## src/rtl/mem_ctrl_pkg.sv

```systemverilog
`default_nettype none
// ============================================================================
// Module      : mem_ctrl_pkg
// Description : Opcodes, bus direction constants and FSM state type shared by
//               the memory access controller.
// Revision    : 1.0 - initial release
// ============================================================================
package mem_ctrl_pkg;

    localparam logic [3:0] OPC_LDR  = 4'b1101;
    localparam logic [3:0] OPC_STR  = 4'b1110;

    localparam logic       RW_READ  = 1'b1;
    localparam logic       RW_WRITE = 1'b0;

    typedef enum logic [1:0] {
        IDLE   = 2'd0,
        ACCESS = 2'd1,
        DONE   = 2'd2
    } state_t;

    function automatic logic is_legal_op(input logic [3:0] op);
        return (op == OPC_LDR) || (op == OPC_STR);
    endfunction

endpackage
`default_nettype wire

```

## src/rtl/mem_wait_counter.sv

```systemverilog
`default_nettype none
// ============================================================================
// Module      : mem_wait_counter
// Description : Loadable down-counter that saturates at zero, with zero flag.
// Revision    : 1.0 - initial release
// ============================================================================
module mem_wait_counter #(
    parameter int WIDTH = 8
) (
    input  logic             i_clk,
    input  logic             i_rst_n,
    input  logic             i_load,
    input  logic [WIDTH-1:0] i_load_val,
    input  logic             i_dec,
    output logic             o_zero
);

    logic [WIDTH-1:0] count_q;
    logic [WIDTH-1:0] count_d;

    always_comb begin
        count_d = count_q;
        if (i_load) begin
            count_d = i_load_val;
        end else if (i_dec && (count_q != '0)) begin
            count_d = count_q - WIDTH'(1);
        end
    end

    always_ff @(posedge i_clk) begin
        if (!i_rst_n) begin
            count_q <= '0;
        end else begin
            count_q <= count_d;
        end
    end

    assign o_zero = (count_q == '0);

endmodule
`default_nettype wire

```

## src/rtl/mem_access_ctrl.sv

```systemverilog
`default_nettype none
// ============================================================================
// Module      : mem_access_ctrl
// Description : Sequenced LDR/STR bus controller with wait states, memory
//               ready handshake and illegal-opcode flagging.
//               Optional access timeout enabled by defining MEM_TIMEOUT_EN.
// Revision    : 1.0 - initial release
// ============================================================================
module mem_access_ctrl
    import mem_ctrl_pkg::*;
#(
    parameter int DATA_W         = 32,
    parameter int ADDR_W         = 32,
    parameter int WAIT_CYCLES    = 2,
    parameter int TIMEOUT_CYCLES = 16
) (
    input  logic              Clk,
    input  logic              Rst_n,
    input  logic              Start,
    input  logic [3:0]        Opcode,
    input  logic [ADDR_W-1:0] Address,
    input  logic [DATA_W-1:0] Data,
    input  logic [DATA_W-1:0] Din,
    input  logic              MemReady,
    output logic              Busy,
    output logic              Done,
    output logic              Error,
    output logic              LDRSel,
    output logic              AddressBusSel,
    output logic              RW,
    output logic [DATA_W-1:0] LDRDataToDestReg,
    output logic [ADDR_W-1:0] AddressBus,
    output logic [DATA_W-1:0] Dout
);

    localparam logic [7:0] c_wait_init = 8'(WAIT_CYCLES);

    state_t            state_q, state_d;
    logic [3:0]        opcode_q, opcode_d;
    logic [ADDR_W-1:0] addr_q, addr_d;
    logic [DATA_W-1:0] data_q, data_d;
    logic [DATA_W-1:0] ldr_data_q, ldr_data_d;
    logic              error_q, error_d;
    logic              timed_out_q, timed_out_d;

    logic w_in_access;
    logic w_load;
    logic w_wait_zero;
    logic w_complete;
    logic w_timeout;

    assign w_in_access = (state_q == ACCESS);
    assign w_load      = (state_q == IDLE) && Start && is_legal_op(Opcode);
    assign w_complete  = w_in_access && w_wait_zero && MemReady;

    mem_wait_counter #(
        .WIDTH      (8)
    ) u_wait_cnt (
        .i_clk      (Clk),
        .i_rst_n    (Rst_n),
        .i_load     (w_load),
        .i_load_val (c_wait_init),
        .i_dec      (w_in_access),
        .o_zero     (w_wait_zero)
    );

`ifdef MEM_TIMEOUT_EN
    // Loaded with N-1 so the abort lands on the N-th ACCESS cycle.
    localparam logic [15:0] c_timeout_init = 16'(TIMEOUT_CYCLES - 1);
    logic w_timeout_zero;

    mem_wait_counter #(
        .WIDTH      (16)
    ) u_timeout_cnt (
        .i_clk      (Clk),
        .i_rst_n    (Rst_n),
        .i_load     (w_load),
        .i_load_val (c_timeout_init),
        .i_dec      (w_in_access),
        .o_zero     (w_timeout_zero)
    );

    assign w_timeout = w_in_access && w_timeout_zero;
`else
    // Timeout disabled: never fires; the parameter is kept on the interface.
    assign w_timeout = 1'b0 & (TIMEOUT_CYCLES == 0);
`endif

    always_comb begin
        state_d     = state_q;
        opcode_d    = opcode_q;
        addr_d      = addr_q;
        data_d      = data_q;
        ldr_data_d  = ldr_data_q;
        error_d     = 1'b0;
        timed_out_d = timed_out_q;
        case (state_q)
            IDLE: begin
                if (Start) begin
                    if (is_legal_op(Opcode)) begin
                        opcode_d    = Opcode;
                        addr_d      = Address;
                        data_d      = Data;
                        timed_out_d = 1'b0;
                        state_d     = ACCESS;
                    end else begin
                        error_d = 1'b1;
                    end
                end
            end
            ACCESS: begin
                // Completion is checked first so it wins over a coincident timeout.
                if (w_complete) begin
                    if (opcode_q == OPC_LDR) begin
                        ldr_data_d = Din;
                    end
                    state_d = DONE;
                end else if (w_timeout) begin
                    error_d     = 1'b1;
                    timed_out_d = 1'b1;
                    state_d     = DONE;
                end
            end
            DONE: begin
                state_d = IDLE;
            end
            default: begin
                state_d = IDLE;
            end
        endcase
    end

    always_ff @(posedge Clk) begin
        if (!Rst_n) begin
            state_q     <= IDLE;
            opcode_q    <= '0;
            addr_q      <= '0;
            data_q      <= '0;
            ldr_data_q  <= '0;
            error_q     <= 1'b0;
            timed_out_q <= 1'b0;
        end else begin
            state_q     <= state_d;
            opcode_q    <= opcode_d;
            addr_q      <= addr_d;
            data_q      <= data_d;
            ldr_data_q  <= ldr_data_d;
            error_q     <= error_d;
            timed_out_q <= timed_out_d;
        end
    end

    assign Busy             = (state_q != IDLE);
    assign Done             = (state_q == DONE);
    assign Error            = error_q;
    assign LDRSel           = Done && (opcode_q == OPC_LDR) && !timed_out_q;
    assign AddressBusSel    = w_in_access;
    assign RW               = w_in_access ? ((opcode_q == OPC_LDR) ? RW_READ : RW_WRITE) : RW_READ;
    assign LDRDataToDestReg = ldr_data_q;
    assign AddressBus       = w_in_access ? addr_q : '0;
    assign Dout             = (w_in_access && (opcode_q == OPC_STR)) ? data_q : '0;

endmodule
`default_nettype wire
```

## config.mk

```make
export PLATFORM = sky130hd
export DESIGN_NAME = mem_access_ctrl
export DESIGN_NICKNAME = d
export VERILOG_FILES = /design/src/rtl/mem_ctrl_pkg.sv /design/src/rtl/mem_wait_counter.sv /design/src/rtl/mem_access_ctrl.sv
export SDC_FILE = /design/constraint.sdc
export NUM_CORES = 1
export LEC_CHECK = 0
export BUFFER_PORTS_ARGS = -buffer_cell sky130_fd_sc_hd__clkbuf_2
export CAP_MARGIN = 25
export CORE_ASPECT_RATIO = 1.5
export CORE_MARGIN = 2
export CORE_UTILIZATION = 40
export CTS_CLUSTER_DIAMETER = 30
export DETAILED_ROUTE_END_ITERATION = 6
export PLACE_DENSITY = 0.69
export SYNTH_ARGS = -nofsm -noshare
export SYNTH_HDL_FRONTEND = slang
export SYNTH_SLANG_ARGS = --single-unit
```

## constraint.sdc

```tcl
create_clock -name Clk -period 4.8 [get_ports Clk]
set_input_delay 0.24 -clock Clk [delete_from_list [all_inputs] [get_ports Clk]]
set_output_delay 0.24 -clock Clk [all_outputs]
set_load 0.005 [all_outputs]
```

# After elaboration in Yosys (flattened, before gate mapping)
# Cells that the tools add are included.
dict set report word_totals {
  regBits 111
  wordCells 48
}
dict set report classes {
  n_bitwise 1
  eq_ne 9
  n_mux 11
  n_reduce_logical 18
  add_sub_neg 1
}
# operator count
set ops {}
lappend ops {{$mux W32} 2}
lappend ops {{$eq A4 B4 Y1 const B} 4}
lappend ops {{$reduce_and A3 Y1} 4}
lappend ops {{$mux W2} 5}
lappend ops {{$logic_not A8 Y1} 1}
lappend ops {{$reduce_bool A8 Y1} 1}
lappend ops {{$sub A8 B1 Y8 const B} 1}
lappend ops {{$logic_and A1 B1 Y1} 7}
lappend ops {{$ne A2 B2 Y1 const B} 2}
lappend ops {{$pmux W2 S2} 1}
lappend ops {{$reduce_bool A2 Y1} 2}
lappend ops {{$mux W1} 3}
lappend ops {{$eq A2 B1 Y1 const B} 1}
lappend ops {{$eq A2 B2 Y1 const B} 1}
lappend ops {{$logic_not A2 Y1} 1}
lappend ops {{$ne A2 B1 Y1 const B} 1}
lappend ops {{$reduce_or A2 Y1} 1}
lappend ops {{$logic_or A1 B1 Y1} 1}
lappend ops {{$not A1 Y1} 1}

# Logic depth before layout (Yosys ltp)
dict set report logic_depth {
  ltp_word 5
  depth_mapped 8
  mapped_depth_nobuf 6
}

# By module
# From an unflattened synthesis, not the netlist that was laid out.
dict set report unflattened {
  hier_cells 590
  hier_area_um2 4993.5
}
# mod cells_per_inst area_each_um2 instances
set modules_own_cells {}
lappend modules_own_cells {mem_access_ctrl 531 4481.8 1}
lappend modules_own_cells {mem_wait_counter 59 511.7 1}

# Worst setup path after synthesis
# No wires, ideal clock.
dict set report synth_timing {
  path_kind {register to register}
  from {reg u_wait_cnt.count_q[0]}
  to {reg u_wait_cnt.count_q[3]}
  slack_ns 3.220
  required_ns 4.680
  stages_incl_launch_ff 7
  t_arrival_ns 1.460
  setup_time_ns 0.120
  path_buffers 0
  path_cell_list {dfxtp_1 -> inv_1 -> ha_1 -> nor3b_2 -> a2111oi_0 -> xnor2_1 -> nor2_1}
}
dict set report synth_via {
  elab_chain_cells 2
  elab_cells_between_ends 3
}
# item line_no
set synth_rtl {}
lappend synth_rtl {{start, declared} mem_wait_counter.sv:18} ;# logic [WIDTH-1:0] count_q;
lappend synth_rtl {{start signal, assigned} mem_wait_counter.sv:34} ;# count_q <= count_d;
lappend synth_rtl {{parallel branches: the longest is 2 deep, another holds $sub A8 B1 Y8} n/a}
# Several ways; the timed one is not identified.
# A chain may end at the register's enable or synchronous reset.

# Worst setup path in the final report
dict set report layout_timing {
  from {reg u_wait_cnt.count_q[0]}
  to {reg ldr_data_q[7] (netlist: LDRDataToDestReg[7])}
}
dict set report layout_via {
  elab_chain_cells 4
}
# item line_no
set layout_rtl {}
lappend layout_rtl {{$logic_not A8 Y1} mem_wait_counter.sv:38} ;# assign o_zero = (count_q == '0);
lappend layout_rtl {{$logic_and A1 B1 Y1 (2 in a row)} mem_access_ctrl.sv:54} ;# assign w_complete = w_in_access && w_wait_zero && MemReady;
lappend layout_rtl {{$reduce_and A3 Y1 (no line)} n/a}
lappend layout_rtl {{end signal, assigned} mem_access_ctrl.sv:147} ;# ldr_data_q <= ldr_data_d;
lappend layout_rtl {{end, declared} mem_access_ctrl.sv:42} ;# logic [DATA_W-1:0] ldr_data_q, ldr_data_d;
# No other way between the ends.

==> impl_metrics.tcl <==
set metrics [dict create \
    p_leak_uw 0.00264 \
    finalMaxSlewViolations 0 \
    net-switching-power_uw 383 \
    seq_power_share_pct 51.2 \
    grt_max_degree 71 \
    synth_simple_gate_area_share_pct 28.9 \
    io_pins 206 \
    arrival_ns 2.71 \
    viasPerCell 4.76 \
    yosys.area.top_type "dfxtp_1" \
    finalHoldViolCount 0 \
    root_buffer "clkbuf_16" \
    antenna_found_initial 0 \
    rr_startpoint "u_wait_cnt.count_q[0]" \
    netlist_instances 570 \
    drtIter0Drc 89 \
    synth-edff-count 0 \
    ant_nets 0 \
    drc 0 \
    synth_area_sq_mm 0.00482 \
    synthArstFlopShare_pct 0 \
    grt_pass1_wl_microns 19200 \
    maxSlewHeadroom_pct 29.3 \
    diodes 0 \
    hpwl_microns 8960 \
    synth-main-ff-cell "dfxtp_1" \
    fmax_mhz 412 \
    yosysTopAreaCellShare_pct 46.1 \
    cts.path.max_buffers 2 \
    die_y_microns 138 \
    ys_seq_elements 111 \
    seq_area_frac_synth_pct 46.1 \
    clock_skew_ns 0.00607 \
    synth-xor-area-share_pct 0.727 \
    grt_pass1_vias 4204 \
    cp-end-kind "flip-flop" \
    rows 49 \
    clk_pin_slew_worst_paths_ns 0.07 \
    multi_input_area_sq_mm 0.00240 \
    cts_hold_buf 0 \
    synth_top_family_by_area "simple AND/OR/NAND/NOR gates" \
    synth_common_cells "200 x nand2_1, 111 x dfxtp_1, 66 x and2_1" \
    wirelength_microns 12000 \
    syn-mean-instance-area_sq_um 8.45 \
    nNetsFinal 859 \
    worstPathRequired_ns 5.08 \
    synth.distinct_cells 39 \
    netlist_top_cells_area "dfxtp_1 46%, nand2_1 16%, a21boi_0 8.6%" \
    status "complete, no violations" \
    layout-drive-gt1-share_pct 34.6 \
    rsz0062_at_grt "false" \
    post_cts_resized 0 \
    seq_area_sq_mm 0.00222 \
    hp-class "in2reg" \
    clkLatencyLatePin_ns 0.34 \
    cts_made_buffers 9 \
    synth-compound-area-share_pct 19.4 \
    synthesis.nets 676 \
    vias 4335 \
    die_x_microns 93.6 \
    place_congestion 0.733 \
    finalCritPeriodShare_pct 50.6 \
    post_cts_buffers 0 \
    internal-power_uw 1460 \
    whs_ns 0.118 \
    yosysWarnings 0 \
    port_buffers 205 \
    drv_cap 0 \
    core-area_sq_mm 0.0119 \
    setup_violations 0 \
    peakVddDrop_mv 0.153 \
    cts_tree "done" \
    worstSetupStartpointType "flip-flop" \
    h-tree-depth 3 \
    synth.most_common_cell "nand2_1" \
    p_sw_share_pct 20.7 \
    clkPwrFrac_pct 42.6 \
    dieArea_sq_mm 0.0130 \
    drt_first_pass_iters 4 \
    gr-total-overflow 0 \
    fill_cells 1171 \
    worstHoldStart "Data[29]" \
    tns_ns 0 \
    layout_min_cycle_time_ns 2.43 \
    cp-startpoint "u_wait_cnt.count_q[0]" \
    worst_pin_slew_ns 1.06 \
    routedWlPerCell_microns 13.2 \
    yosys-mux-area-fraction_pct 0.208 \
    power_density_mw_per_mm2 297 \
    crit_fanout 32 \
    grt.total_usage_pct 18.2 \
    cts_sinks 111 \
    start_util_pct 40.5 \
    comb_power_share_pct 6.2 \
    crit_type "reg2reg" \
    areaGrowthSynthToFinish_pct 29.2 \
    synthAdderAreaFrac_pct 0.519 \
]
cells by family (layout without fill, tap and decap cells):
group / count (synthesis) / after routing
muxes: 1 / 1
adders and majority gates: 2 / 2
buffers and inverters: 42 / 229
xor gates and xnor gates: 4 / 4
DFF: 111 / 111
AOI/OAI and AO/OA: 112 / 112
and+or+nand+nor: 298 / 298
worst max-delay path: stages (launching register included):
cell and delay, ns:
dfxtp_1 0.34, inv_1 0.09, ha_1 0.18, nor3b_2 0.41, and4_1 0.98, nand2_1 0.19, a21boi_2 0.18
cell type report:
type	count	area share [%]
Multi-Input combinational cell	417	38.6
Sequential cell	111	35.7
Timing Repair Buffer	211	17.5
Clock buffer	11	3.90
Tap cell	153	3.08
Clock inverter	4	1.13
Inverter	3	0.181
cells in the final DEF, fill, tap and decap left out, types with 2 or more instances in the layout:
cell type	netlist	final
a21boi_2	30	30
a21boi_1	13	13
xnor2_1	2	2
ha_1	2	2
inv_1	3	3
nor3b_2	2	2
bufinv_16	0	2
o21a_1	3	3
nand2_1	200	200
or3_1	3	3
dfxtp_1	111	111
buf_8	0	2
and2_1	66	66
or2_2	2	2
nand4_1	2	2
and4_1	3	2
xor2_1	2	2
clkbuf_16	0	9
nand2b_1	2	2
clkinv_2	0	2
nor2_1	8	7
a21oi_1	6	6
clkbuf_2	0	205
buf_4	1	4
a21boi_0	55	55
stage by stage:
step / instance area, sq um / utilization, % / total power [uW] / std cells / worst slack (ns)
after detailed placement: 5910 / 49.7 / 1080 / 895 / 2.33
after floorplan: 4820 / - / 1020 / 570 / 3.22
final: 6220 / 52.3 / 1850 / 910 / 2.37
after CTS: 6220 / 52.3 / 1870 / 910 / 2.32
after global placement: 5880 / 49.4 / 1080 / 893 / 2.23
after global routing: 6220 / 52.3 / 1920 / 910 / 2.12
state kept, by name, indices dropped and copies added (netlist names):
register            flops
LDRDataToDestReg       32
data_q                 32
state_q                 2
Error                   1
u_wait_cnt.count_q      8
addr_q                 32
opcode_q                4
metal layers:
metal  GRT usage (%)  vias to the layer above  share of wire [%]
met1            19.2                     1979                 39
met4            5.64                        0                1.3
met3            5.12                       12                8.0
li1                -                     2195                  -
met5               0                        -                  0
met2            34.2                      149                 52
path summary, 6_finish.rpt:
kind	endpoint	depth (start not counted)	slack [ns]
worst min register to register	data_q[24]	2	0.45
worst max register to register	LDRDataToDestReg[7]	6	2.37
worst max-delay path	LDRDataToDestReg[7]	6	2.37
worst min-delay path	data_q[29]	3	0.12
power by group through the flow:
stage	registers [uW]	clock network [uW]	logic [uW]
2_1_floorplan	963	0	57.4
3_3_place_gp	965	0	112
3_5_place_dp	966	0	117
4_1_cts	944	812	117
5_1_grt	946	845	129
6_report	944	787	115
Power figures use the tool's default switching activity.
